--- config.mk ---
export PLATFORM = sky130hd
export DESIGN_NAME = dcache_miss_unit
export DESIGN_NICKNAME = d
export VERILOG_FILES = /design/src/rtl/dcache_miss_unit.sv
export SDC_FILE = /design/constraint.sdc
export NUM_CORES = 1
export LEC_CHECK = 0
export CAP_MARGIN = 20
export CORE_AREA = 4 4 88 123
export CTS_CLUSTER_SIZE = 28
export DETAILED_ROUTE_END_ITERATION = 10
export DIE_AREA = 0 0 92 127
export PLACE_DENSITY = 0.84
export SLEW_MARGIN = 20
export SYNTH_ARGS = -nofsm -noshare
export SYNTH_HDL_FRONTEND = slang
export SYNTH_SLANG_ARGS = --single-unit
--- constraint.sdc ---
create_clock -name clk -period 3.2 [get_ports clk]
set_clock_uncertainty 0.2 [all_clocks]
set_input_delay 0.64 -clock clk [delete_from_list [all_inputs] [get_ports clk]]
set_output_delay 0.64 -clock clk [all_outputs]
set_load 0.03 [all_outputs]
--- src/rtl/dcache_miss_unit.sv ---
// Data-cache miss handler: optional dirty-victim writeback, then a block refill, one word per beat.
// Optional feature macro: DCACHE_MISS_CRITICAL_WORD_FIRST_EN (refill starts at the missing word).
module dcache_miss_unit #(
  parameter int ADDR_BITS        = 8,
  parameter int DATA_BITS        = 8,
  parameter int CACHE_BLOCK_SIZE = 4
) (
  input  logic                                  clk,
  input  logic                                  reset,
  input  logic                                  miss_valid,
  output logic                                  miss_ready,
  input  logic [ADDR_BITS-1:0]                  miss_address,
  input  logic                                  miss_evict_valid,
  input  logic [ADDR_BITS-1:0]                  miss_evict_address,
  input  logic [CACHE_BLOCK_SIZE*DATA_BITS-1:0] miss_evict_data,
  output logic                                  fill_valid,
  output logic [ADDR_BITS-1:0]                  fill_address,
  output logic [CACHE_BLOCK_SIZE*DATA_BITS-1:0] fill_data,
  output logic                                  mem_read_valid,
  output logic [ADDR_BITS-1:0]                  mem_read_address,
  input  logic                                  mem_read_ready,
  input  logic [DATA_BITS-1:0]                  mem_read_data,
  output logic                                  mem_write_valid,
  output logic [ADDR_BITS-1:0]                  mem_write_address,
  output logic [DATA_BITS-1:0]                  mem_write_data,
  input  logic                                  mem_write_ready
);

  localparam int OFF_BITS   = $clog2(CACHE_BLOCK_SIZE);
  localparam int BLOCK_BITS = CACHE_BLOCK_SIZE * DATA_BITS;
  localparam logic [OFF_BITS-1:0] LAST_BEAT = OFF_BITS'(CACHE_BLOCK_SIZE - 1);

`ifdef DCACHE_MISS_CRITICAL_WORD_FIRST_EN
  localparam bit CRIT_FIRST = 1'b1;
`else
  localparam bit CRIT_FIRST = 1'b0;
`endif

  typedef enum logic [2:0] {
    IDLE    = 3'd0,
    WB_REQ  = 3'd1,
    WB_WAIT = 3'd2,
    RD_REQ  = 3'd3,
    RD_WAIT = 3'd4,
    FILL    = 3'd5
  } state_t;

  state_t                state_r;
  logic [OFF_BITS-1:0]   beat_r;
  logic [ADDR_BITS-1:0]  miss_addr_r;
  logic [ADDR_BITS-1:0]  evict_addr_r;
  logic [BLOCK_BITS-1:0] evict_data_r;
  logic [OFF_BITS-1:0]   rd_off_s;

  function automatic logic [ADDR_BITS-1:0] block_base(input logic [ADDR_BITS-1:0] a);
    block_base = a & ~ADDR_BITS'(CACHE_BLOCK_SIZE - 1);
  endfunction

  // Offset is OR-ed into a cleared field, so it can never carry into the tag/index bits.
  function automatic logic [ADDR_BITS-1:0] beat_addr(input logic [ADDR_BITS-1:0] a,
                                                     input logic [OFF_BITS-1:0]  off);
    beat_addr = block_base(a) | ADDR_BITS'(off);
  endfunction

  function automatic logic [DATA_BITS-1:0] word_of(input logic [BLOCK_BITS-1:0] blk,
                                                   input logic [OFF_BITS-1:0]   idx);
    word_of = blk[idx*DATA_BITS +: DATA_BITS];
  endfunction

  function automatic logic [OFF_BITS-1:0] rd_start(input logic [OFF_BITS-1:0] miss_off);
    rd_start = CRIT_FIRST ? miss_off : {OFF_BITS{1'b0}};
  endfunction

  // Read offset wraps modulo the block size by natural truncation.
  assign rd_off_s = rd_start(miss_addr_r[OFF_BITS-1:0]) + beat_r;

  // Miss-handling state machine with all outputs registered.
  always_ff @(posedge clk) begin
    if (reset) begin
      state_r           <= IDLE;
      beat_r            <= {OFF_BITS{1'b0}};
      miss_addr_r       <= {ADDR_BITS{1'b0}};
      evict_addr_r      <= {ADDR_BITS{1'b0}};
      evict_data_r      <= {BLOCK_BITS{1'b0}};
      miss_ready        <= 1'b1;
      fill_valid        <= 1'b0;
      fill_address      <= {ADDR_BITS{1'b0}};
      fill_data         <= {BLOCK_BITS{1'b0}};
      mem_read_valid    <= 1'b0;
      mem_read_address  <= {ADDR_BITS{1'b0}};
      mem_write_valid   <= 1'b0;
      mem_write_address <= {ADDR_BITS{1'b0}};
      mem_write_data    <= {DATA_BITS{1'b0}};
    end else begin
      case (state_r)
        IDLE: begin
          fill_valid <= 1'b0;
          if (miss_valid) begin
            miss_ready   <= 1'b0;
            miss_addr_r  <= miss_address;
            evict_addr_r <= miss_evict_address;
            evict_data_r <= miss_evict_data;
            beat_r       <= {OFF_BITS{1'b0}};
            if (miss_evict_valid) begin
              state_r           <= WB_REQ;
              mem_write_valid   <= 1'b1;
              mem_write_address <= beat_addr(miss_evict_address, {OFF_BITS{1'b0}});
              mem_write_data    <= word_of(miss_evict_data, {OFF_BITS{1'b0}});
            end else begin
              state_r          <= RD_REQ;
              mem_read_valid   <= 1'b1;
              mem_read_address <= beat_addr(miss_address, rd_start(miss_address[OFF_BITS-1:0]));
            end
          end else begin
            miss_ready <= 1'b1;
          end
        end

        WB_REQ: begin
          if (mem_write_ready) begin
            mem_write_valid <= 1'b0;
            state_r         <= WB_WAIT;
          end else begin
            mem_write_valid <= 1'b1;
          end
        end

        // The controller must drop its acknowledge before the next beat is offered.
        WB_WAIT: begin
          if (!mem_write_ready) begin
            if (beat_r == LAST_BEAT) begin
              beat_r           <= {OFF_BITS{1'b0}};
              state_r          <= RD_REQ;
              mem_read_valid   <= 1'b1;
              mem_read_address <= beat_addr(miss_addr_r, rd_start(miss_addr_r[OFF_BITS-1:0]));
            end else begin
              beat_r            <= beat_r + OFF_BITS'(1);
              state_r           <= WB_REQ;
              mem_write_valid   <= 1'b1;
              mem_write_address <= beat_addr(evict_addr_r, beat_r + OFF_BITS'(1));
              mem_write_data    <= word_of(evict_data_r, beat_r + OFF_BITS'(1));
            end
          end else begin
            state_r <= WB_WAIT;
          end
        end

        RD_REQ: begin
          if (mem_read_ready) begin
            fill_data[rd_off_s*DATA_BITS +: DATA_BITS] <= mem_read_data;
            mem_read_valid <= 1'b0;
            state_r        <= RD_WAIT;
          end else begin
            mem_read_valid <= 1'b1;
          end
        end

        RD_WAIT: begin
          if (!mem_read_ready) begin
            if (beat_r == LAST_BEAT) begin
              beat_r       <= {OFF_BITS{1'b0}};
              state_r      <= FILL;
              fill_valid   <= 1'b1;
              fill_address <= block_base(miss_addr_r);
            end else begin
              beat_r           <= beat_r + OFF_BITS'(1);
              state_r          <= RD_REQ;
              mem_read_valid   <= 1'b1;
              mem_read_address <= beat_addr(miss_addr_r, rd_off_s + OFF_BITS'(1));
            end
          end else begin
            state_r <= RD_WAIT;
          end
        end

        FILL: begin
          fill_valid <= 1'b0;
          miss_ready <= 1'b1;
          state_r    <= IDLE;
        end

        default: begin
          state_r         <= IDLE;
          beat_r          <= {OFF_BITS{1'b0}};
          miss_ready      <= 1'b1;
          fill_valid      <= 1'b0;
          mem_read_valid  <= 1'b0;
          mem_write_valid <= 1'b0;
        end
      endcase
    end
  end

endmodule

==> metrics.cfg <==
[drt]
wirelength_um = 14000
drt_iter0_markers = 356
via_count = 4828
drtPass1Iterations = 5
wire_per_inst_um = 16.3
vias_per_cell = 5.61
remaining_drc_errors = 0
drtAntennaViolNets = 0

[critical_path]
crit_path_start_kind = register
cp.arrival_ns = 2.81
crit_type = register to register
path_max_fanout = 14
required_ns = 3.33
crit_path_end_kind = register

[sta]
slew_violations = 0
rsz0062_at_grt = no
fmax_ghz = 0.374
worst-slew-pin-transition_ns = 0.868
relSlewSlack = 0.420
finalSetupViolations = 0
hold_ws_ns = 0.254
finalHoldViolations = 0
min_period_ns = 2.68
fin_tns_setup_ns = 0
min_period_over_period = 0.837

[floorplan]
start_util = 0.516
fp-row-count = 43
die_w_um = 92
coreArea_sq_um = 9790
die_h_um = 127
dieArea_sq_um = 11700
ios = 130

[clock_tree]
clk-insertion-delay-late_ns = 0.41
numCtsBuffers = 17
postCtsSetupBuffers = 0
ctsResizeCount = 0
htreeDepth = 4
cts_hold_buf = 0
cts-root-buf = clkbuf_16
cts_tree = yes
cts.sinks = 115
clkTransAtPathRegs_ns = 0.05
clockBufferDepth = 2

[final_layout]
fin_nets = 781
postLayoutCellArea_sq_um = 6990
final_cell_mix = 157 x nand2_1, 122 x clkdlybuf4s50_1, 115 x dfxtp_1, 92 x a21oi_1, 35 x nand3_1
drive_gt1_frac = 0.0923
area_delta_synth_final_pct = 38.4
fillers = 788
antenna_cells = 0
layout_commonest_cell = nand2_1

[synth]
syn_area_per_cell_sq_um = 8.25
syn_area_sq_um = 5050
yosys_warnings = 0
synth_cell_types = 51
synthCells = 612
synthArstFlopShare = 0
synth.ff_latch_count = 115
synth_edf_count = 0
synth_ff_type = dfxtp_1
yosysSeqAreaShare = 0.456

[global_routing]
grt_max_degree = 46
grt_overflow = 0
antenna_found_initial = 0
grt_pass1_vias = 4907
grt_usage = 0.244
grt_pass1_wl_um = 22700

[placed_design]
placed_area_sq_um = 6330
port_buffers = 123
dp_hpwl_um = 9530
gp_congestion = 0.835

[power]
ir_drop_mv = 0.423
p_leak_uw = 0.00251
p_per_area_nw_per_um2 = 707

[worst_hold_path]
worstHoldPathType = register to register

[run_status]
status = finished, final reports clean

[run]
cap_violations = 0

synth_stat cells, drive strengths merged, types with 6 or more instances:
cell	number	area (sq um)
a21oi	92	460
a311oi	13	158
a31oi	9	56.3
buf	17	95.1
clkbuf	36	135
dfxtp	115	2300
ha	6	75.1
inv	8	30.0
mux2i	14	140
mux4	8	180
nand2	157	589
nand2b	6	37.5
nand3	35	175
nor2	23	88.8
nor3	6	35.0
o21ai	15	75.1
final cells by class:
cell class	instances	area, sq um	share of cell area
well taps	135	169	0.0242
repair buffers	134	1320	0.189
clock inverters	9	174	0.0249
flip-flops and latches	115	2300	0.329
clock buffers	23	488	0.0698
multi-input cells	437	2500	0.358
inverters	8	30.0	0.00430
cells by family (layout without fill, tap and decap cells):
logic type	Yosys count	in the layout	share of synthesized area
adders and majority gates	6	6	0.0149
buffers and inverters	61	174	0.0515
and+or+nand+nor	258	258	0.227
DFF	115	115	0.456
AOI/OAI and AO/OA	148	148	0.185
other	1	2	0.000743
muxes	22	22	0.0634
xor gates and xnor gates	1	1	0.00173
worst max-delay path: stages (launching register included):
cell	delay, ns
dfxtp_1	0.39
buf_4	0.29
inv_1	0.17
ha_1	0.44
inv_1	0.15
nor3_1	0.61
nand3_1	0.17
a21oi_1	0.19
routing by layer:
metal  track usage  part of all wire  wire, um  up-vias
met5             0                 0         0        -
met4         0.136             0.031       432        0
met3        0.0618             0.056       781       38
met2         0.446              0.53      7480      186
met1         0.252              0.38      5320     2278
li1              -                 -         -     2326
per-stage QoR:
stage / power [uW] / cells / utilization / worst slack, ns
floorplan: 2470 / 613 / - / 1.01
global placement: 2830 / 829 / 0.646 / 0.468
detailed placement: 2870 / 829 / 0.646 / 0.410
CTS: 4970 / 861 / 0.714 / 0.516
global route: 5150 / 861 / 0.714 / 0.206
finish: 4940 / 861 / 0.714 / 0.523
state kept, by name (all words and copies together) (netlist names):
name / flops
fill_data: 32
miss_addr_r: 6
evict_data_r: 32
evict_addr_r: 6
mem_read_address: 8
state_r: 3
fill_address: 6
mem_read_valid: 1
fill_valid: 1
mem_write_valid: 1
mem_write_data: 8
miss_ready: 1
beat_r: 2
mem_write_address: 8
report_power, final:
part,switching (uW),internal (uW)
logic,678,478
clock network,626,1460
registers,117,1590
worst paths after layout:
check,slack [ns],startpoint,end,cells past startpoint
setup reg to reg,0.52,beat_r[0]$_SDFFE_PP0P_,fill_data[13]$_SDFFE_PP0P_,7
hold reg to reg,0.25,fill_data[11]$_SDFFE_PP0P_,fill_data[11]$_SDFFE_PP0P_,2
hold / removal,0.25,fill_data[11]$_SDFFE_PP0P_,fill_data[11]$_SDFFE_PP0P_,2
setup / recovery,0.52,beat_r[0]$_SDFFE_PP0P_,fill_data[13]$_SDFFE_PP0P_,7
Note: power is estimated with default switching activity, not from simulation.
